[config.mk]
export PLATFORM = sky130hd
export DESIGN_NAME = mem_port_arbiter
export DESIGN_NICKNAME = d
export VERILOG_FILES = /design/src/rtl/mem_arb_pkg.sv /design/src/rtl/mem_arb_rr2.sv /design/src/rtl/mem_port_arbiter.sv
export SDC_FILE = /design/constraint.sdc
export NUM_CORES = 1
export LEC_CHECK = 0
export ABC_AREA = 1
export CELL_PAD_IN_SITES_DETAIL_PLACEMENT = 1
export CELL_PAD_IN_SITES_GLOBAL_PLACEMENT = 1
export CORE_MARGIN = 2
export CORE_UTILIZATION = 39
export CTS_CLUSTER_SIZE = 10
export DETAILED_ROUTE_END_ITERATION = 6
export GPL_TIMING_DRIVEN = 0
export PLACE_DENSITY = 0.88
export SLEW_MARGIN = 10
export SYNTH_ARGS = -nofsm -noshare
export SYNTH_HDL_FRONTEND = slang
export SYNTH_SLANG_ARGS = --single-unit
[constraint.sdc]
create_clock -name clk -period 3.8 [get_ports clk]
set_input_delay 0.76 -clock clk [delete_from_list [all_inputs] [get_ports clk]]
set_output_delay 0.76 -clock clk [all_outputs]
set_load 0.02 [all_outputs]
[src/rtl/mem_arb_pkg.sv]
// Shared types and defaults for the fetch/data SRAM arbiter.
// Both the top level and the round-robin picker import these.
package mem_arb_pkg;

    localparam int DEF_ADDR_W = 14;

    typedef enum logic [3:0] {
        IDLE,
        F_RD,
        F_CAP,
        S_LO,
        S_HI,
        S_DONE,
        L_LO,
        L_HI,
        L_CAP
    } state_e;

    typedef enum logic {
        PORT_IF = 1'b0,
        PORT_DM = 1'b1
    } port_e;

endpackage

[src/rtl/mem_arb_rr2.sv]
// Two-way round-robin pick between the fetch and data ports.
// On a tie the port that was not granted last wins.
module mem_arb_rr2
    import mem_arb_pkg::*;
(
    input  logic elig_if,
    input  logic elig_dm,
    input  logic last_gnt,
    output logic gnt_if,
    output logic gnt_dm,
    output logic next_gnt
);

    always_comb begin
        gnt_if   = 1'b0;
        gnt_dm   = 1'b0;
        next_gnt = last_gnt;
        if (elig_if && elig_dm) begin
            if (last_gnt == PORT_IF) begin
                gnt_dm = 1'b1;
            end else begin
                gnt_if = 1'b1;
            end
        end else if (elig_if) begin
            gnt_if = 1'b1;
        end else if (elig_dm) begin
            gnt_dm = 1'b1;
        end
        if (gnt_if) begin
            next_gnt = PORT_IF;
        end else if (gnt_dm) begin
            next_gnt = PORT_DM;
        end
    end

endmodule

[src/rtl/mem_port_arbiter.sv]
// Shares one byte-wide single-port SRAM between instruction fetch and a
// 16-bit load/store port; data accesses become two little-endian byte cycles.
module mem_port_arbiter
    import mem_arb_pkg::*;
#(
    parameter int ADDR_W = DEF_ADDR_W
) (
    input  logic              clk,
    input  logic              reset_n,
    input  logic              if_req,
    input  logic [ADDR_W-1:0] if_addr,
    output logic              if_done,
    output logic [7:0]        if_rdata,
    input  logic              dm_store,
    input  logic              dm_load,
    input  logic [ADDR_W-1:0] dm_addr,
    input  logic [15:0]       dm_wdata,
    output logic              dm_done,
    output logic [15:0]       dm_rdata,
    output logic              sram_ce,
    output logic              sram_we,
    output logic [ADDR_W-1:0] sram_addr,
    output logic [7:0]        sram_wdata,
    input  logic [7:0]        sram_rdata
);

    state_e            state;
    port_e             last_gnt;
    logic              if_ack;
    logic              dm_ack;
    logic [ADDR_W-1:0] addr_q;
    logic [15:0]       wdata_q;
    logic [7:0]        lo_q;
    logic [7:0]        if_rdata_q;
    logic [15:0]       dm_rdata_q;

    logic              elig_if;
    logic              elig_dm;
    logic              gnt_if;
    logic              gnt_dm;
    logic              next_gnt;

    assign elig_if = if_req && !if_ack;
    assign elig_dm = (dm_store || dm_load) && !dm_ack;

    mem_arb_rr2 u_rr2 (
        .elig_if  (elig_if),
        .elig_dm  (elig_dm),
        .last_gnt (last_gnt),
        .gnt_if   (gnt_if),
        .gnt_dm   (gnt_dm),
        .next_gnt (next_gnt)
    );

    // The SRAM returns read data one cycle late, so the done cycle forwards
    // it directly; the holding registers take over from the next cycle.
    assign if_rdata = (state == F_CAP) ? sram_rdata : if_rdata_q;
    assign dm_rdata = (state == L_CAP) ? {sram_rdata, lo_q} : dm_rdata_q;

    always_ff @(posedge clk or negedge reset_n) begin
        if (!reset_n) begin
            state      <= IDLE;
            last_gnt   <= PORT_IF;
            if_ack     <= 1'b0;
            dm_ack     <= 1'b0;
            if_done    <= 1'b0;
            dm_done    <= 1'b0;
            sram_ce    <= 1'b0;
            sram_we    <= 1'b0;
            sram_addr  <= '0;
            sram_wdata <= '0;
            addr_q     <= '0;
            wdata_q    <= '0;
            lo_q       <= '0;
            if_rdata_q <= '0;
            dm_rdata_q <= '0;
        end else begin
            if_done <= 1'b0;
            dm_done <= 1'b0;
            sram_ce <= 1'b0;
            sram_we <= 1'b0;

            // A request held past its done stays blocked until it drops.
            if (if_done) begin
                if_ack <= 1'b1;
            end else if (!if_req) begin
                if_ack <= 1'b0;
            end
            if (dm_done) begin
                dm_ack <= 1'b1;
            end else if (!dm_store && !dm_load) begin
                dm_ack <= 1'b0;
            end

            case (state)
                IDLE: begin
                    last_gnt <= port_e'(next_gnt);
                    if (gnt_if) begin
                        addr_q    <= if_addr;
                        sram_ce   <= 1'b1;
                        sram_addr <= if_addr;
                        state     <= F_RD;
                    end else if (gnt_dm) begin
                        addr_q    <= dm_addr;
                        sram_ce   <= 1'b1;
                        sram_addr <= dm_addr;
                        if (dm_store) begin
                            wdata_q    <= dm_wdata;
                            sram_we    <= 1'b1;
                            sram_wdata <= dm_wdata[7:0];
                            state      <= S_LO;
                        end else begin
                            state <= L_LO;
                        end
                    end
                end
                F_RD: begin
                    if_done <= 1'b1;
                    state   <= F_CAP;
                end
                F_CAP: begin
                    if_rdata_q <= sram_rdata;
                    state      <= IDLE;
                end
                S_LO: begin
                    sram_ce    <= 1'b1;
                    sram_we    <= 1'b1;
                    sram_addr  <= addr_q + 1'b1;
                    sram_wdata <= wdata_q[15:8];
                    state      <= S_HI;
                end
                S_HI: begin
                    dm_done <= 1'b1;
                    state   <= S_DONE;
                end
                S_DONE: begin
                    state <= IDLE;
                end
                L_LO: begin
                    sram_ce   <= 1'b1;
                    sram_addr <= addr_q + 1'b1;
                    state     <= L_HI;
                end
                L_HI: begin
                    lo_q    <= sram_rdata;
                    dm_done <= 1'b1;
                    state   <= L_CAP;
                end
                L_CAP: begin
                    dm_rdata_q <= {sram_rdata, lo_q};
                    state      <= IDLE;
                end
                default: begin
                    state <= IDLE;
                end
            endcase
        end
    end

endmodule

# Yosys cells after proc, flatten, opt, wreduce, memory -nomap -nowiden
# Index checks and enable logic that the tools add are counted.
# classes
n_reduce_logical	20
eq_ne	12
n_addsub	1
bitwise_logic	1
mux	35
# ops
op	count
$mux 8	4
$mux 14	2
$pmux 14 s2	1
$pmux 4 s6	1
$mux 1	20
$mux 16	1
$pmux 8 s2	1
$add 14x1->14 const B	1
$eq 4x3->1 const B	3
$eq 4x2->1 const B	2
$mux 4	2
$reduce_and 4->1	2
$reduce_bool 2->1	4
$ne 2x2->1 const B	3
$eq 4x1->1 const B	1
$eq 4x4->1 const B	1
$logic_and 1x1->1	4
$logic_not 1->1	4
$logic_not 4->1	1
$pmux 1 s2	2
$reduce_and 2->1	2
$reduce_or 2->1	2
$mux 3	1
$ne 3x3->1 const B	1
other kinds (3)	3
# totals
elab_cells	84
inputBits	57
output_inout_bits	50
ff_bits	95

# Depth between registers and ports, before layout
# logic_depth
ltp_word	8
depth_mapped	10
depth_no_buf	10

# Modules after synthesis
# A second synthesis with hierarchy kept.
# hier_totals
hier_cells	497
hier_area_um2	4050.1
# by_module_without_submodules
mod	area_per_inst_um2	n_inst	seq_area_each_um2	cells_per_inst
mem_port_arbiter	4011.3	1	2177.1	487
mem_arb_rr2	38.8	1	0.0	10

# Worst setup path before layout
# No wires, ideal clock.
# synth_path
kind	register to output
startpoint	register state[3]
endpoint	output if_rdata[0]
path_stages_with_launch	5
arrival_time_ps	1430
required_time_ps	3040
n_path_buf	1
slack_ps	1610
path_cell_list	dfrtp_1 > nor2_4 > nand2_1 > clkbuf_1 > o21ai_0
# synth_between
elab_chain_cells	2
# synth_rtl
element	line_no	source
from (decl)	mem_port_arbiter.sv:27	state_e state;
from (signal assigned)	mem_port_arbiter.sv:62	state <= IDLE;
from (signal assigned)	mem_port_arbiter.sv:102	state <= F_RD;
from (signal assigned)	mem_port_arbiter.sv:111	state <= S_LO;
$eq 4x2->1	mem_port_arbiter.sv:57	assign if_rdata = (state == F_CAP) ? sram_rdata : if_rdata_q;
$mux 8	n/a	
to (decl)	mem_port_arbiter.sv:13	output logic [7:0] if_rdata,
# Every way passes these cells.

# Final worst setup path
# layout_path
startpoint	register state[1]
endpoint	output if_rdata[0]
# The elaborated chain is that of the path after synthesis.

==> results.md <==
- IO Pins: 107
- CTS Sinks: 87
- Clk buf depth: 2
- RSZ-0062 raised after global routing: no
- F_max: between 200 and 300 MHz
- Reg2reg end: sram_wdata[7]
- Die height: between 100 and 150 um
- Starting Density: about two fifths
- Power density cells: approximately 900 nW/um^2
- Lkg Pwr: between 0.002 and 0.003 uW
- Largest net degree at the start of global routing: 66
- Avg Inst Size Synth: between 8 and 9 um^2
- Top_reg_cell synth: dfrtp_1
- Cts bufs inserted: 9
- Post-CTS sizing: 0
- Cell row count: 37
- Status: finished, final reports clean
- Storage cell area: roughly 2200 um^2
- Syn_nets: 547
- CTS tree: done
- Clock latency on the worst-skew pair: between 0.3 and 0.4 ns
- Clk root buf: clkbuf_8
- Post-CTS Hold Fix Bufs: 0
- Die width: between 100 and 150 um
- Hold Violations, Final: 0
- Post-synthesis simple-gate area fraction: 26.6%
- Tmin final: approximately 3.4 ns
- PortBufs: 106
- Placer Congestion: between 0.8 and 0.9
- Slowest cell delay on critical path: about 0.7 ns
- Commonest cells post-synth: 130 x nand2_1, 87 x dfrtp_1, 60 x nand3_1
- Drt total wl: about 12 mm
- Post-route antenna net violation count: 0
- Post-CTS setup buffers: 0
- DR pass1 iterations: 4
- Adder-Cell Fraction of Synth Area: less than 1%
- Max-slew headroom: 58.2%
- Post-DR vias/cell: 5.10
- CP Cell Sequence: inv_1, nor2_1, nand2_1, clkbuf_1, o21ai_0, clkdlybuf4s50_1
- Wire per inst: 16.2 um
- Critical path class: flop to primary output
- Vias: around 3,800
- Vias in the first global route: 4,193
- Synthesis Warnings: 0
- Share of the synthesized area in the top cell type: around 52%
- Crit path max-delay cell type: clkdlybuf4s50_1
- Post-synth EDFFs: 0
- Worst path top cell family by delay: buffers and inverters
- First-pass GRT wire length: 19.9 mm
- Diodes inserted: 0
- Max Fanout on Critical Path: 10
- Max-slew violations: 0
- Dpl hpwl: between 9 and 10 mm
- Setup violations, final: 0
- GR peak layer: met2
- Synth Instances: just under 500
- Clock transition at the registers of the reported paths: 0.09 ns
- GRT met1 Usage: between 20% and 30%
- Post-layout util: between 50% and 60%
- Mux contribution to synthesized area: 2.17%
- XOR/XNOR Fraction of Synth Area: less than 1%
- Nets@finish: between 600 and 700
- Final instance area: roughly 5600 um^2
- Post-synth top area cell: dfrtp_1
- Largest family of logic cells by synthesized area: simple AND/OR/NAND/NOR gates
- Worst setup margin: around 0.41 ns
- Worst path bufs/invs: 3
- Post-Place Setup Slack: 0.662 ns
- Residual DRC: 0
- GRT met3 Usage: under 10%
- Worst vdd ir: 0.000544 V
- Placement Cell Area: approximately 5400 um^2
- Layout fillers: roughly 1,300
- Die Area: 11,500 um^2
- Worst flop-to-flop path startpoint: state[0]
- Period utilisation layout: about nine tenths
- Worst R2R Setup Slack: 2.05 ns
- Req. time, crit path: ~3.0 ns
- Gr usage total: approximately 22%
- Seq cells post-synth: slightly below 90
- Synthesized cell area: approximately 4200 um^2
- Compound-cell area share of the yosys netlist: 10.1%
- Initial antenna violation count: 0
- H-tree depth: 3
- Worst Path Arrival: 2.63 ns
- Layout cells sized above 1: 11.4%
- Multi-input logic area: 1660 um^2
- Max cap viols: 0
- Worst R2R Path Depth: 7
- Setup Skew: 0.00656 ns
- Count of unique library cells instantiated by Yosys: 33
- Synth-to-layout area growth: 35.0%
- CP startpoint kind: flop
- GRT overflow: 0
- Synth top area cells: dfrtp_1 52%, nand2_1 12%, nand3_1 7.2%, inv_1 4.4%, o21ai_0 4.3%
- Slew @ Worst Pin: between 0.6 and 0.7 ns
- Count leader, synth: nand2_1
- Seq/Total Area, Yosys: between 50% and 60%
- Async set-reset flop share out of synthesis: 100%
- Worst Setup End Kind: primary output
- CORE AREA: between 10,000 and 15,000 um^2
- Worst min-delay path class: primary input to asynchronous set/reset pin
- Initial DRC Count: approximately 170
- GR Util met2: about 40%
==> power by group <==
group / internal [uW] / switching [uW] / total [uW]
Sequential: 1380 / 267 / 1650
Clock: 312 / 358 / 671
Combinational: 1100 / 1590 / 2690
==> worst max-delay path by stage <==
stage,from,cells past startpoint,endpoint
after CTS,state[1],6,if_rdata[0]
after global placement,reset_n,1,sram_wdata[4]
final,state[1],6,if_rdata[0]
after floorplan,state[3],4,if_rdata[0]
after detailed placement,sram_rdata[0],4,if_rdata[0]
after global routing,state[1],6,if_rdata[0]
==> cell usage in the layout, fill, tap and decap left out, drive strengths merged <==
| master | count |
|---|---|
| o21ai | 45 |
| o22ai | 1 |
| nand3b | 5 |
| ha | 1 |
| xnor2 | 3 |
| a21oi | 9 |
| clkdlybuf4s50 | 105 |
| a21o | 1 |
| a31oi | 12 |
| nor2 | 38 |
| nand4 | 2 |
| clkinvlp | 1 |
| clkbuf | 13 |
| clkinv | 2 |
| nand2 | 143 |
| buf | 15 |
| o21bai | 1 |
| inv | 58 |
| bufinv | 1 |
| nand3 | 61 |
| dfrtp | 87 |
| mux2 | 8 |
==> layout make-up <==
cell class | count | share of cell area [%]
Sequential cell | 87 | 38.8
Multi-Input combinational cell | 330 | 29.5
Clock inverter | 7 | 1.38
Tap cell | 136 | 3.03
Clock buffer | 9 | 2.20
Inverter | 55 | 3.83
Timing Repair Buffer | 107 | 19.3
Buffer | 17 | 2.00
==> logic make-up after synthesis <==
| logic type | after synthesis |
|---|---|
| fa+ha+maj | 1 |
| simple gates | 249 |
| compound gates | 69 |
| flops | 87 |
| xor+xnor | 3 |
| mux | 8 |
| buf+inv | 72 |
==> registers in the layout (all words and copies together) (netlist names) <==
register	cells
addr_q	14
dm_ack	1
dm_done	1
dm_rdata_q	16
if_ack	1
if_done	1
if_rdata_q	8
last_gnt	1
lo_q	8
sram_addr	14
sram_ce	1
sram_wdata	8
sram_we	1
state	4
wdata_q	8
==> metal layers <==
metal	part of all wire [%]	wire length, um	up-vias
met4	2.5	308	0
met1	41	4970	1875
li1	-	-	1817
met2	52	6300	95
met5	0	0	-
met3	4.3	522	25
==> stage by stage <==
stage                     total power, uW  setup TNS (ns)  cells  hold slack (ns)
after floorplan                      3250               0    489            0.451
after global placement               4240         -106.22    731            0.439
after detailed placement             4370               0    732            0.454
after CTS                            5060               0    748            0.294
after global routing                 5390               0    748            0.302
final                                5010               0    748            0.302
Power figures use the tool's default switching activity.
